**src/rtl/bus_arbiter4_if.sv**
```systemverilog
// Request/grant bundle between the four requesters and bus_arbiter4.
// "master" is the requester side; "slave" is the arbiter side.
interface bus_arbiter4_if;
  logic [3:0] req;
  logic [3:0] gnt;
  logic [1:0] sel;
  logic       busy;
  logic       timeout;

  modport master (
    output req,
    input  gnt,
    input  sel,
    input  busy,
    input  timeout
  );

  modport slave (
    input  req,
    output gnt,
    output sel,
    output busy,
    output timeout
  );
endinterface

```
**src/rtl/bus_arbiter4.sv**
```systemverilog
// Four-requester round-robin arbiter driving the registered 4:1 mux select.
// Optional grant-hold timeout is compiled in with BUS_ARBITER4_TIMEOUT_EN.
module bus_arbiter4 #(
  parameter int MAX_HOLD = 16
) (
  input  logic            clk,
  input  logic            rstn,
  bus_arbiter4_if.slave   bus
);

  typedef enum logic [0:0] {
    ST_IDLE  = 1'b0,
    ST_GRANT = 1'b1
  } state_e;

  if ((MAX_HOLD < 32'sd2) || (MAX_HOLD > 32'sd256)) begin : g_bad_max_hold
    $error("bus_arbiter4: MAX_HOLD must be within 2..256");
  end

  // First requester found scanning ptr, ptr+1, ... modulo 4.
  function automatic logic [1:0] rr_pick(input logic [3:0] req, input logic [1:0] ptr);
    logic [1:0] pick;
    logic [1:0] idx;
    pick = ptr;
    for (int i = 3; i >= 0; i--) begin
      idx = ptr + i[1:0];
      if (req[idx]) begin
        pick = idx;
      end else begin
        pick = pick;
      end
    end
    return pick;
  endfunction

  state_e     state_q, state_d;
  logic [3:0] gnt_q,   gnt_d;
  logic [1:0] sel_q,   sel_d;
  logic [1:0] ptr_q,   ptr_d;
  logic [1:0] win_s;

  assign win_s = rr_pick(bus.req, ptr_q);

`ifdef BUS_ARBITER4_TIMEOUT_EN
  localparam int CNT_W = $clog2(MAX_HOLD);

  logic [CNT_W-1:0] cnt_q, cnt_d;
  logic             timeout_q, timeout_d;
  logic             hold_max_s;

  assign hold_max_s = (cnt_q == CNT_W'(MAX_HOLD - 1));
`endif

  // Next-state, grant, select and pointer decisions.
  always_comb begin
    state_d = state_q;
    gnt_d   = gnt_q;
    sel_d   = sel_q;
    ptr_d   = ptr_q;
`ifdef BUS_ARBITER4_TIMEOUT_EN
    cnt_d     = cnt_q;
    timeout_d = 1'b0;
`endif
    case (state_q)
      ST_IDLE: begin
        if (|bus.req) begin
          state_d = ST_GRANT;
          gnt_d   = 4'b0001 << win_s;
          sel_d   = win_s;
          ptr_d   = win_s + 2'd1;
`ifdef BUS_ARBITER4_TIMEOUT_EN
          cnt_d   = '0;
`endif
        end else begin
          state_d = ST_IDLE;
          gnt_d   = 4'b0000;
        end
      end
      ST_GRANT: begin
        // Only the owner's request matters here; others wait for the turnaround cycle.
        if (!bus.req[sel_q]) begin
          state_d = ST_IDLE;
          gnt_d   = 4'b0000;
`ifdef BUS_ARBITER4_TIMEOUT_EN
        end else if (hold_max_s) begin
          state_d   = ST_IDLE;
          gnt_d     = 4'b0000;
          timeout_d = 1'b1;
        end else begin
          state_d = ST_GRANT;
          cnt_d   = cnt_q + CNT_W'(1);
        end
`else
        end else begin
          state_d = ST_GRANT;
        end
`endif
      end
      default: begin
        state_d = ST_IDLE;
        gnt_d   = 4'b0000;
      end
    endcase
  end

  // Arbitration state registers.
  always_ff @(posedge clk or negedge rstn) begin
    if (!rstn) begin
      state_q <= ST_IDLE;
      gnt_q   <= 4'b0000;
      sel_q   <= 2'b00;
      ptr_q   <= 2'b00;
    end else begin
      state_q <= state_d;
      gnt_q   <= gnt_d;
      sel_q   <= sel_d;
      ptr_q   <= ptr_d;
    end
  end

`ifdef BUS_ARBITER4_TIMEOUT_EN
  // Hold counter and revocation pulse.
  always_ff @(posedge clk or negedge rstn) begin
    if (!rstn) begin
      cnt_q     <= '0;
      timeout_q <= 1'b0;
    end else begin
      cnt_q     <= cnt_d;
      timeout_q <= timeout_d;
    end
  end

  assign bus.timeout = timeout_q;
`else
  assign bus.timeout = 1'b0;
`endif

  assign bus.gnt  = gnt_q;
  assign bus.sel  = sel_q;
  assign bus.busy = |gnt_q;

endmodule

```
**src/flat_wrapper.sv**
```systemverilog
// flat-port wrapper written by rule: the top's interface ports become plain ports
module bus_arbiter4_flat 
#(
  parameter int MAX_HOLD = 16
)
  (clk, rstn, bus_req, bus_gnt, bus_sel, bus_busy, bus_timeout);
  bus_arbiter4_if bus_i ();
  input  logic clk;
  input  logic rstn;
  input wire logic [$bits(bus_i.req)-1:0] bus_req;
  output wire logic [$bits(bus_i.gnt)-1:0] bus_gnt;
  output wire logic [$bits(bus_i.sel)-1:0] bus_sel;
  output wire logic [$bits(bus_i.busy)-1:0] bus_busy;
  output wire logic [$bits(bus_i.timeout)-1:0] bus_timeout;
  assign bus_i.req = bus_req;
  assign bus_gnt = bus_i.gnt;
  assign bus_sel = bus_i.sel;
  assign bus_busy = bus_i.busy;
  assign bus_timeout = bus_i.timeout;
  bus_arbiter4 #(.MAX_HOLD(MAX_HOLD)) u_core (.clk(clk), .rstn(rstn), .bus(bus_i));
endmodule
```
**config.mk**
```make
export PLATFORM = sky130hd
export DESIGN_NAME = bus_arbiter4_flat
export DESIGN_NICKNAME = d
export VERILOG_FILES = /design/src/rtl/bus_arbiter4_if.sv /design/src/rtl/bus_arbiter4.sv /design/src/flat_wrapper.sv
export SDC_FILE = /design/constraint.sdc
export NUM_CORES = 1
export LEC_CHECK = 0
export ABC_AREA = 1
export ABC_CLOCK_PERIOD_IN_PS = 3900
export CORE_UTILIZATION = 53
export DETAILED_ROUTE_END_ITERATION = 16
export MAX_ROUTING_LAYER = met4
export PLACE_DENSITY = 0.81
export SYNTH_ARGS = -nofsm -noshare
export SYNTH_HDL_FRONTEND = slang
export SYNTH_SLANG_ARGS = --single-unit
```
**constraint.sdc**
```tcl
create_clock -name clk -period 3.9 [get_ports clk]
set_input_delay 0.585 -clock clk [delete_from_list [all_inputs] [get_ports clk]]
set_output_delay 0.585 -clock clk [all_outputs]
set_load 0.01 [all_outputs]
```
-- Word level (Yosys, flattened, before mapping)
Index checks and enable logic that the tools add are counted.
- muxes and demuxes: 20
- shift operators: 1
- equality and inequality tests: 1
- bitwise operators: 1
- $lt $le $gt $ge: 5
- reduce and logical (&&, ||, !) cells: 3
- $add $sub $neg: 4
- operators by type and width (cell ; count):
    < comparator 2 x 3 -> 1 bit (second input constant) ; 5
    binary-select mux 1 bit (select 2 bit) ; 5
    two-way mux 2 bit ; 4
    two-way mux 4 bit ; 2
    case mux 4 bit (2 select lines) ; 1
    OR reduction 4 bit ; 2
    two-way mux 1 bit ; 7
    adder 2 x 1 -> 2 bit (second input constant) ; 2
    adder 2 bit (second input constant) ; 2
    << shifter 1 x 2 -> 4 bit (first input constant) ; 1
    != test 2 bit (second input constant) ; 1
    case mux 1 bit (2 select lines) ; 1
    AND reduction 2 bit ; 1
    inverter 1 bit ; 1
- bits of input ports: 6
- flip-flop bits (word level): 9
- word-level logic and storage cells: 39
- output and inout port bits: 8

-- Longest topological paths before layout
Gate-level depths: netlist of the first run.
- depth in word-level cells: 10
- mapped depth: 12
- mapped depth without buffers: 11

-- Worst setup path after synthesis of the first run
Ideal clock, no wire load.
- path type: input -> register
- start point: in bus_req[2]
- end point: reg u_core.ptr_q[1]
- required time: 3.778 ns
- stages on the path: 9
- path slack: 2.469 ns
- arrival time: 1.309 ns
- setup time: 0.122 ns
- path buffers: 0
- cells stage by stage: inv_1 > nand2_2 > and2_4 > nand2_2 > nand2_1 > inv_2 > nand3_2 > nand3_2 > nand3_2
- word-level cells in the longest chain between the ends: 7
- elaborated cells on any way between the ends: 15
- classes of those cells: add/sub: 1; mux: 12; reduce/logical: 2
- ends and longest elaborated chain (element ; line ; source):
    from (decl) ; flat_wrapper.sv:10 ; input wire logic [$bits(bus_i.req)-1:0] bus_req;
    binary-select mux 1 bit (select 2 bit) ; bus_arbiter4.sv:27 ; if (req[idx]) begin
    two-way mux 1 bit (not written as such) ; bus_arbiter4.sv:27 ;
    two-way mux 2 bit (4 in a row) ; bus_arbiter4.sv:27 ;
    adder 2 x 1 -> 2 bit ; bus_arbiter4.sv:70 ; ptr_d = win_s + 2'd1;
    to (signal assigned) ; bus_arbiter4.sv:117 ; ptr_q <= ptr_d;
    to (decl) ; bus_arbiter4.sv:39 ; logic [1:0] ptr_q, ptr_d;
Parallel ways exist; a longest one is shown, timed or not. The select of a mux whose other input is x is not followed.
A chain may end at the register's enable or synchronous reset.

-- Final worst setup path of the first run
- start point: reg u_core.gnt_q[3], in the netlist u_core.bus.gnt[3]
- end point: out bus_busy
- word-level cells in the longest chain between the ends: 1
- ends and longest elaborated chain (element ; line ; source):
    from (decl) ; bus_arbiter4.sv:37 ; logic [3:0] gnt_q, gnt_d;
    from (signal assigned) ; bus_arbiter4.sv:115 ; gnt_q <= gnt_d;
    OR reduction 4 bit ; bus_arbiter4.sv:140 ; assign bus.busy = |gnt_q;
    to (decl) ; flat_wrapper.sv:13 ; output wire logic [$bits(bus_i.busy)-1:0] bus_busy;
Every way passes these cells.

==> summary.md, run 1 <==
| Metric | Value |
|---|---|
| Post-CTS Setup Repair Bufs | 0 |
| Total Neg Setup Slack | 0 ns |
| Die span in x | slightly below 40 um |
| Gpl congestion | 0.8213 |
| P_leak | 0.4540 nW |
| Synth area leaders | dfrtp_1 (31%), nand2_1 (17%), inv_1 (7.2%) |
| CTS sink count | 9 |
| Seq/Total Area, Yosys | 0.3093 |
| Register area | 225.2 um^2 |
| Gr ovfl total | 0 |
| Final period utilization | 0.4933 |
| Max Slew Vio Count | 0 |
| Share of cells above drive strength 1 | 0.2203 |
| Number of core rows | 12 |
| Die ar. | 1526 um^2 |
| Pre-antenna DRT Iters | 4 |
| Deepest clock path buffer count | 2 |
| Global-route wire length before repair | 2518 um |
| Synth Instances | 105 |
| I/O Buffers | 12 |
| Die height | 39.07 um |
| Critical path required time | 3.31 ns |
| Diode count | 0 |
| Mapped Area | 728.2 um^2 |
| Post-synth EDFFs | 0 |
| Initial Utilization | 0.6139 |
| Synth Flop Type | dfrtp_1 |
| CP max FO | 2 |
| FFs w/ async S/R, synth | 1.000 |
| Core area | between 1000 and 1500 um^2 |
| Pwr/cell area | 933.2 nW/um^2 |
| Final std cells w/o fill | about 130 |
| Tmin final | 1.924 ns |
| Post-synth top area share | 0.3093 |
| Status | completed |
| H-tree Lvls | 1 |
| CTS clk-pin slew, worst paths | 0.07 ns |
| Setup violations, final | 0 |
| Dominant cell type by area after synthesis | dfrtp_1 |
| Crit Path Class | reg2out |
| Syn_area_per_cell | 6.935 um^2 |
| Worst hold path class | reg2reg |
| Drt drc | 0 |
| Vias | 686 |
| Synthesized net count | 111 |
| Placed instance count | 128 |
| Setup Skew | a little over 0.007 ns |
| Final ANT Viol Nets | 0 |
| Overall routing resource usage | 0.2653 |
| Hold_buf cts | 0 |
| Initial antenna violation count | 0 |
| Seq cells post-synth | 9 |
| Num CTS Buffers | 3 |
| Max-Cap Viols | 0 |
| Multi-input combinational cell area | 402.9 um^2 |
| Root Buffer | clkbuf_4 |
| WP data arrival | 1.34 ns |
| Post_cts resized | 0 |
| Hold Fails Final Rpt | 0 |
| Area delta synth->final | 19.42% |
| DR iter-0 viols | 12 |
| Fill count | 99 |
| Post-layout nets | 125 |
| Maximum VDD drop | around 0.46 mV |
| RSZ-0062 raised after global routing | false |
| Detail Placement HPWL | between 1000 and 1500 um |
| Io pins | 14 |
| Worst setup SP type | flip-flop |
| Vias per inst | 5.197 |
| Count of different cell masters after synthesis | 24 |
| Final WL | 1510 um |
| Max Freq | 519.8 MHz |
| Largest net degree at the start of global routing | 10 |
| Setup crit end kind | output pin |
| Yosys warning count | 0 |
| Top-count cell post-synth | nand2_1 |
| Vias in the first global route | 631 |
| Most frequent cells after synthesis | nand2_1 (33), inv_1 (14), dfrtp_1 (9), nand3_1 (8), nand2_2 (6) |
| TritonCTS clock tree | built |
| Clock Latency Late Sink | 0.27 ns |
| WL/cell | about 11 um |
layer usage:
metal	share of wire	wire, um	up-vias	GRT usage
met5	0	0	-	-
met4	0.0093	14	0	0.1034
met3	0.045	68	2	0.1040
met2	0.45	680	13	0.4083
met1	0.49	746	319	0.3102
li1	-	-	352	-
registers in the layout, indices dropped and copies added (netlist names):
signal / flops
u_core.bus.gnt: 4
u_core.bus.sel: 2
u_core.ptr_q: 2
u_core.state_q: 1
worst max-delay path, cell delays in order, from the launching register on:
cell and delay [ns]:
dfrtp_1 0.37, inv_1 0.08, nand4_1 0.09, clkdlybuf4s50_1 0.53
power breakdown:
part / switching, mW / internal, mW / total, mW
clock: 0.0366 / 0.0380 / 0.0746
sequential: 0.0462 / 0.134 / 0.180
combinational: 0.342 / 0.215 / 0.557
total: 0.425 / 0.387 / 0.812
through the flow:
stage                     worst slack [ns]  hold slack [ns]  utilization  power [mW]  cell area (um^2)
after floorplan                      2.469           0.2894            -      0.6147             728.2
after global placement               1.839           0.5354       0.7099      0.7266             842.1
after detailed placement             1.809           0.5380       0.7099      0.7381             842.1
after CTS                            1.976           0.5484       0.7331      0.8165             869.6
after global routing                 1.926           0.5644       0.7331      0.8887             869.6
final                                1.976           0.5489       0.7331      0.8115             869.6
cell type report:
| cell class | instances | area share |
|---|---|---|
| Clock buffer | 3 | 0.02590 |
| Clock inverter | 1 | 0.005755 |
| Inverter | 19 | 0.08777 |
| Multi-Input combinational cell | 74 | 0.4633 |
| Sequential cell | 9 | 0.2590 |
| Tap cell | 14 | 0.02014 |
| Timing Repair Buffer | 12 | 0.1381 |
path summary, 6_finish.rpt:
check	startpoint	end	depth (start not counted)	slack (ns)
setup / recovery	u_core.bus.gnt[3]	bus_busy	3	1.98
hold / removal	u_core.bus.gnt[0]	u_core.bus.gnt[0]	2	0.55
setup reg to reg	u_core.ptr_q[0]	u_core.ptr_q[1]	11	2.29
hold reg to reg	u_core.bus.gnt[0]	u_core.bus.gnt[0]	2	0.55
max in group asynchronous	rstn	u_core.bus.sel[1]	1	3.00
min in group asynchronous	rstn	u_core.ptr_q[0]	1	0.60
placed cells by master (no fill, tap or decap):
cell             instances
inv_2                    3
a21oi_2                  1
clkbuf_4                 3
inv_6                    1
nand2_4                  2
clkdlybuf4s50_1         12
dfrtp_1                  9
nand2_1                 33
clkinv_1                 1
a21oi_4                  1
nor2_1                   1
nand2_2                  6
inv_1                   14
and2_4                   1
nand3_1                  8
o21ai_1                  4
and2_1                   1
nand4_1                  3
clkinv_2                 1
o21ai_0                  2
o21ai_2                  2
conb_1                   1
a21oi_1                  3
nand3_2                  5
kinds of logic (layout without fill, tap and decap cells):
kind of cell,count (synthesis),after routing,synth area share
AO/OA/AOI/OAI,13,13,0.1203
buffers and inverters,22,35,0.1374
flip-flops,9,9,0.3093
other,1,1,0.005150
AND/OR/NAND/NOR,60,60,0.4279
(Power assumes the default switching activity.)
==> run 2, diff against run 1 <==
ABC_CLOCK_PERIOD_IN_PS = 1650   (was 3900)
CORE_UTILIZATION = 45   (was 53)
PLACE_DENSITY = 0.74   (was 0.81)
clock period = 1.65 ns   (was 3.9 ns; I/O delays follow)
==> run 2 against run 1 <==
  * Utilization shrank 14 points
  * Worst hold slack lost 0.28 ns
  * Total power grew 140%
  * Combinational power grew 150%
==> summary.md, run 2 (synthesis gave the netlist of run 1 again) <==
| Metric | Value |
|---|---|
| Sw frac | 0.5200 (-0.003160) |
| Die ar. | 1783 um^2 (+17%) |
| Root Buffer | clkbuf_4 |
| Crit Path Class | reg2out |
| CP max FO | 2 (unchanged) |
| End-of-flow core utilization | 0.5889 (-0.1443) |
| Post-DP Area | 852.1 um^2 (+1.2%) |
| Max Slew Vio Count | 0 (unchanged) |
| Register area | 226.5 um^2 (+0.56%) |
| Max Freq | 645.4 MHz |
| DR iter-0 viols | 26 (+14) |
| DP Worst Slack | -0.07763 ns (-1.887 ns) |
| Final ANT Viol Nets | 0 (unchanged) |
| Setup Skew | 0.005828 ns (-0.001315 ns) |
| Core area | 1506 um^2 (+27%) |
| Combinational Power Share | 0.697 (+0.011) |
| Final WL | 1637 um (+8.4%) |
| Setup violations, final | 0 (unchanged) |
| Final std cells w/o fill | 136 (+3.0%) |
| Pwr/cell area | 2236 nW/um^2 (+140%) |
| Commonest non-fill, non-tap cell in the layout | nand2_1 |
| Launch point of the worst path | u_core.bus.gnt[2] |
| P_leak | 0.4600 nW (+1.3%) |
| Io pins | 14 (unchanged) |
| TritonCTS clock tree | built |
| CTS clk-pin slew, worst paths | 0.06 ns (about the same) |
| Share of cells above drive strength 1 | 0.2333 (+0.01299) |
| Gpl congestion | 0.8623 (+5.0%) |
| RSZ-0062 raised after global routing | false |
| Final period utilization | 0.9391 |
| Overall routing resource usage | 0.2143 (-0.05097) |
| Placed instance count | 131 (+2.3%) |
| Pre-antenna DRT Iters | 4 (unchanged) |
| Slowest stage delay, CP | 0.48 ns (-0.05 ns) |
| Tmin final | 1.549 ns |
| Hold_buf cts | 0 (unchanged) |
| Area delta synth->final | 21.82% |
| Critical path required time | 1.40 ns (-1.91 ns) |
| Drt drc | 0 (unchanged) |
| Total Power | 1.983 mW (+140%) |
| Status | completed |
| Vias per inst | 5.257 (+1.2%) |
| Num CTS Buffers | 3 (unchanged) |
| Final Cell Area | 887.1 um^2 (+2.0%) |
| Die height | 42.23 um (+8.1%) |
| Global-route wire length before repair | 2753 um (+9.3%) |
| Net switching power | 1.031 mW (+140%) |
| Diode count | 0 (unchanged) |
| Maximum VDD drop | 1.113 mV (+140%) |
| Worst setup SP type | flip-flop |
| WL/cell | 12.04 um (+5.2%) |
| Crit-path slowest cell | clkdlybuf4s50_1 |
| Worst hold path class | in2async |
| Sequential share of power | 0.218 (-0.004) |
| Setup crit end kind | output pin |
| Die span in x | 42.23 um (+8.1%) |
| Max reg flops | 4 (unchanged) |
| Initial Utilization | 0.4834 (-0.1305) |
| Max-Cap Viols | 0 (unchanged) |
| Multi-input combinational cell area | 402.9 um^2 (unchanged) |
| Vias | 715 (+4.2%) |
| Gr ovfl total | 0 (unchanged) |
| Post-layout nets | 127 (+1.6%) |
| Vias in the first global route | 648 (+2.7%) |
| Clock Latency Late Sink | 0.26 ns (about the same) |
| Initial antenna violation count | 0 (unchanged) |
| RR Startpoint | u_core.ptr_q[0] |
| Detail Placement HPWL | 1374 um (+12%) |
| PnR worst setup slack | 0.1005 ns (-1.876 ns) |
| CP cell instances | inv_1 > nand4_1 > clkdlybuf4s50_1 |
| H-tree Lvls | 1 (unchanged) |
| Most frequent cells in the layout | nand2_1 (33), inv_1 (14), clkdlybuf4s50_1 (12) |
| WP data arrival | 1.30 ns (-0.04 ns) |
| Number of core rows | 14 (+2) |
| Clock power share | 0.085 (-0.007) |
| Int Pwr | 0.9519 mW (+150%) |
| I/O Buffers | 12 (unchanged) |
| Deepest clock path buffer count | 2 (unchanged) |
| CTS sink count | 9 (unchanged) |
| Largest net degree at the start of global routing | 10 (unchanged) |
| Fill count | 145 (+46%) |
| Hold Fails Final Rpt | 0 (unchanged) |
run 2: cell count changes in the layout (fill, tap and decap cells not counted), sizes merged:
cell,change
buf,+2
clkbuf,+1
clkinv,-1
run 2: area by class of cell:
| class | instances | area share |
|---|---|---|
| Timing Repair Buffer | 14 | 0.1523 |
| Tap cell | 16 | 0.02257 |
| Multi-Input combinational cell | 74 | 0.4542 |
| Inverter | 19 | 0.08604 |
| Sequential cell | 9 | 0.2553 |
| Clock buffer | 4 | 0.02962 |
run 2: path summary, 6_finish.rpt:
kind	cells past startpoint	to	slack, ns
max	3	bus_busy	0.10
min	1	u_core.bus.gnt[1]	0.27
max reg2reg	10	u_core.bus.gnt[3]	0.15
min reg2reg	2	u_core.bus.gnt[1]	0.56
max in group asynchronous	1	u_core.ptr_q[0]	1.08
min in group clk	2	u_core.bus.gnt[1]	0.56
run 2: critical path, delay by kind of cell, from the launching register on:
family / cells / cell delay, ns
buffers and inverters: 2 / 0.57
DFF: 1 / 0.38
and+or+nand+nor: 1 / 0.10
run 2: what timing repair did:
action,CTS,global route
endpoints found under the setup margin,0,8
resized for setup,0,1
setup buffers,0,1
hold endpoints to repair,0,0
run 2: power groups by stage:
stage	Clock (mW)	Sequential, mW	Combinational [mW]
finish	0.168	0.433	1.38
global route	0.180	0.442	1.53
CTS	0.175	0.436	1.36
detailed placement	0	0.442	1.35
global placement	0	0.434	1.31
floorplan	0	0.404	1.05
run 2: through the flow:
step,hold slack [ns],setup TNS [ns]
after global routing,0.3096,0
after CTS,0.2688,0
after global placement,0.5386,-0.2501
after floorplan,-0.04809,0
after detailed placement,0.5489,-0.4083
final,0.2684,0
run 2: routing by layer:
| metal | global-route usage | vias to the layer above | part of all wire |
|---|---|---|---|
| met2 | 0.3385 | 25 | 0.49 |
| met5 | - | - | 0 |
| met4 | 0.1438 | 0 | 0.029 |
| met3 | 0.04741 | 5 | 0.058 |
| met1 | 0.2410 | 326 | 0.42 |
| li1 | - | 359 | - |
==> run 3, diff against run 2 <==
ABC_AREA = unset   (was 1)
CORE_UTILIZATION = 42   (was 45)
PLACE_DENSITY = 0.72   (was 0.74)
==> run 3 against run 2 <==
  * Critical endpoint is now u_core.ptr_q[0]
  * Combinational power is 42% lower
  * Count of clock-buffer cells in the layout unchanged
  * Utilization increased by 2.2 points
  * Largest cell class unchanged
  * Die area down 11%
  * Sequential power rose by 4.8%
  * Largest power group unchanged
  * Non-clock buffer count is 9 higher
  * Clock skew grew 0.0017 ns
==> summary.md, run 3 <==
| Metric | Value |
|---|---|
| Status | completed |
| Max reg flops | 4 (unchanged) |
| CP cell instances | clkdlybuf4s50_1 > buf_4 > nor2_1 > a2bb2oi_1 > o221a_2 > a21oi_1 |
| DP Worst Slack | -0.1794 ns (-0.1018 ns) |
| Share of cells above drive strength 1 | 0.2892 (+0.05582) |
| Synth area leaders | dfrtp_1 (38%), a2111oi_4 (4.6%), nor2_1 (4.4%) |
| Synth Area in Simple Gates | 0.2104 (-0.2174) |
| Yosys warning count | 0 (unchanged) |
| Crit Path Class | in2reg |
| Drt drc | 0 (unchanged) |
| Die height | 39.82 um (-5.7%) |
| Synthesized net count | 67 (-40%) |
| Detail Placement HPWL | 1021 um (-26%) |
| End-of-flow core utilization | 0.6106 (+0.02177) |
| Vias per inst | 5.378 (+2.3%) |
| Hold Fails Final Rpt | 0 (unchanged) |
| Largest family of logic cells by synthesized area | compound AO/OA/AOI/OAI gates |
| Synth Flop Type | dfrtp_1 |
| Area delta synth->final | 33.96% |
| Initial antenna violation count | 0 (unchanged) |
| Final ANT Viol Nets | 0 (unchanged) |
| Post-synth EDFFs | 0 (unchanged) |
| Setup Skew | 0.007545 ns (+0.001717 ns) |
| Top-count cell post-synth | dfrtp_1 |
| Vias | 527 (-26%) |
| Fill count | 119 (-18%) |
| Core area | 1318 um^2 (-13%) |
| Initial Utilization | 0.4558 (-0.02755) |
| Gr ovfl total | 0 (unchanged) |
| Post-synth top area share | 0.3750 (+0.06572) |
| Global-route wire length before repair | 2063 um (-25%) |
| Final period utilization | 0.9430 (+0.003904) |
| Most frequent cells after synthesis | dfrtp_1 (9), nor2_1 (7), o21ai_0 (4) |
| FFs w/ async S/R, synth | 1.000 (unchanged) |
| Deepest clock path buffer count | 2 (unchanged) |
| H-tree Lvls | 1 (unchanged) |
| Tmin final | 1.556 ns (+0.006441 ns) |
| Die span in x | 39.82 um (-5.7%) |
| Setup violations, final | 0 (unchanged) |
| Diode count | 0 (unchanged) |
| Seq/Total Area, Yosys | 0.3750 (+0.06572) |
| Max Slew Vio Count | 0 (unchanged) |
| Worst path top cell family by delay | buffers and inverters |
| Pre-antenna DRT Iters | 4 (unchanged) |
| Post-synthesis mux area share | 0.03750 (+0.03750) |
| CP max FO | 5 (+3) |
| Die ar. | 1585 um^2 (-11%) |
| Count of different cell masters after synthesis | 30 (+25%) |
| Synth Instances | 61 (-42%) |
| Vias in the first global route | 450 (-31%) |
| CTS clk-pin slew, worst paths | 0.06 ns (about the same) |
| Root Buffer | clkbuf_4 |
| Critical path required time | 1.77 ns (+0.37 ns) |
| Seq cells post-synth | 9 (unchanged) |
| Io pins | 14 (unchanged) |
| Max-Cap Viols | 0 (unchanged) |
| Worst setup SP type | primary input |
| Maximum VDD drop | 1.041 mV (-6.5%) |
| DR iter-0 viols | 14 (-46%) |
| PnR worst setup slack | 0.09407 ns (-0.006441 ns) |
| WP data arrival | 1.67 ns (+0.37 ns) |
| Pwr/cell area | 1758 nW/um^2 (-21%) |
| Worst hold path class | in2async |
| Gpl congestion | 0.8616 (about the same) |
| Post-layout nets | 90 (-29%) |
| I/O Buffers | 12 (unchanged) |
| WL/cell | 13.23 um (+10%) |
| Dominant cell type by area after synthesis | dfrtp_1 |
| Hold_buf cts | 0 (unchanged) |
| RSZ-0062 raised after global routing | false |
| Overall routing resource usage | 0.2127 (-0.001572) |
| Post-synthesis adder-cell area fraction | 0 (unchanged) |
| TritonCTS clock tree | built |
| Complex-gate fraction of the synthesized area | 0.2833 (+0.1631) |
| Mapped Area | 600.6 um^2 (-18%) |
| Max Freq | 642.7 MHz (-0.41%) |
| Number of core rows | 13 (-1) |
| Crit-path slowest cell | clkdlybuf4s50_1 |
| CTS sink count | 9 (unchanged) |
| P_leak | 0.3511 nW (-24%) |
| Setup crit end kind | flip-flop |
| Clock Latency Late Sink | 0.26 ns (about the same) |
| XOR/XNOR Fraction of Synth Area | 0 (unchanged) |
| Num CTS Buffers | 3 (unchanged) |
| Hold Slack | 0.2746 ns (+0.006152 ns) |
| Crit path buf inv count | 2 (unchanged) |
| Syn_area_per_cell | 9.846 um^2 (+42%) |
| Largest net degree at the start of global routing | 10 (unchanged) |
| Most frequent cells in the layout | clkdlybuf4s50_1 (11), buf_4 (11), dfrtp_1 (9) |
| Final WL | 1297 um (-21%) |
| Slowest stage delay, CP | 0.51 ns (+0.03 ns) |
[run 3: cell types whose count changed after synthesis, moves of 3 or more]
cell / delta
nand2_2: -6
nand2_1: -30
nand3_2: -5
nor2_1: +6
nand4_1: -3
inv_2: -3
inv_1: -12
nand3_1: -8
[run 3: final cells by class]
class                           count  area (um^2)  share of cell area
Timing Repair Buffer               23        197.7              0.2457
Tap cell                           15        18.77             0.02333
Multi-Input combinational cell     45        329.1              0.4090
Clock buffer                        4        26.28             0.03266
Inverter                            2        7.507            0.009331
Sequential cell                     9        225.2              0.2799
[run 3: logic make-up after synthesis]
group	count (synthesis)
muxes	1
and+or+nand+nor	21
AOI/OAI and AO/OA	22
DFF	9
buffers and inverters	7
other	1
[run 3: power breakdown]
part           switching, mW  leakage (nW)  internal [mW]
Combinational          0.353         0.224          0.444
Sequential             0.123         0.113          0.331
Clock                 0.0704        0.0150         0.0927
Total                  0.547         0.351          0.867
[run 3: repair_timing]
action                     CTS  global route
setup endpoints to repair    1             5
cloned                       0             0
setup buffers                0             0
resized for setup            2             4
[run 3: worst paths after layout]
kind	start	to	slack, ns	cells past startpoint
worst max-delay path	bus_req[2]	u_core.ptr_q[0]	0.09	6
worst min register to register	u_core.bus.gnt[2]	u_core.bus.gnt[2]	0.54	1
worst max register to register	u_core.bus.sel[0]	u_core.bus.gnt[3]	0.22	3
min in group clk	u_core.bus.gnt[2]	u_core.bus.gnt[2]	0.54	1
max in group asynchronous	rstn	u_core.ptr_q[1]	1.09	1
worst min-delay path	rstn	u_core.bus.gnt[3]	0.27	1
[run 3: stage by stage]
step | cell area (um^2) | instances | setup TNS, ns | total power [mW]
detailed placement | 777.0 | 94 | -1.294 | 1.268
CTS | 803.3 | 98 | 0 | 1.420
global route | 804.5 | 98 | 0 | 1.519
global placement | 777.0 | 94 | -1.216 | 1.261
floorplan | 600.6 | 61 | 0 | 0.8843
finish | 804.5 | 98 | 0 | 1.415
[run 3: worst register-to-register path: stages, from the launching register on]
cell and delay [ns]:
dfrtp_1 0.40, mux4_2 0.52, and2_4 0.19, a22o_1 0.22
[run 3: layer usage]
layer | part of all wire | vias to the layer above | GRT usage
met5 | 0 | - | -
li1 | - | 266 | -
met1 | 0.56 | 254 | 0.3191
met4 | 0 | 0 | 0.02586
met3 | 0.037 | 0 | 0.1023
met2 | 0.41 | 7 | 0.2582
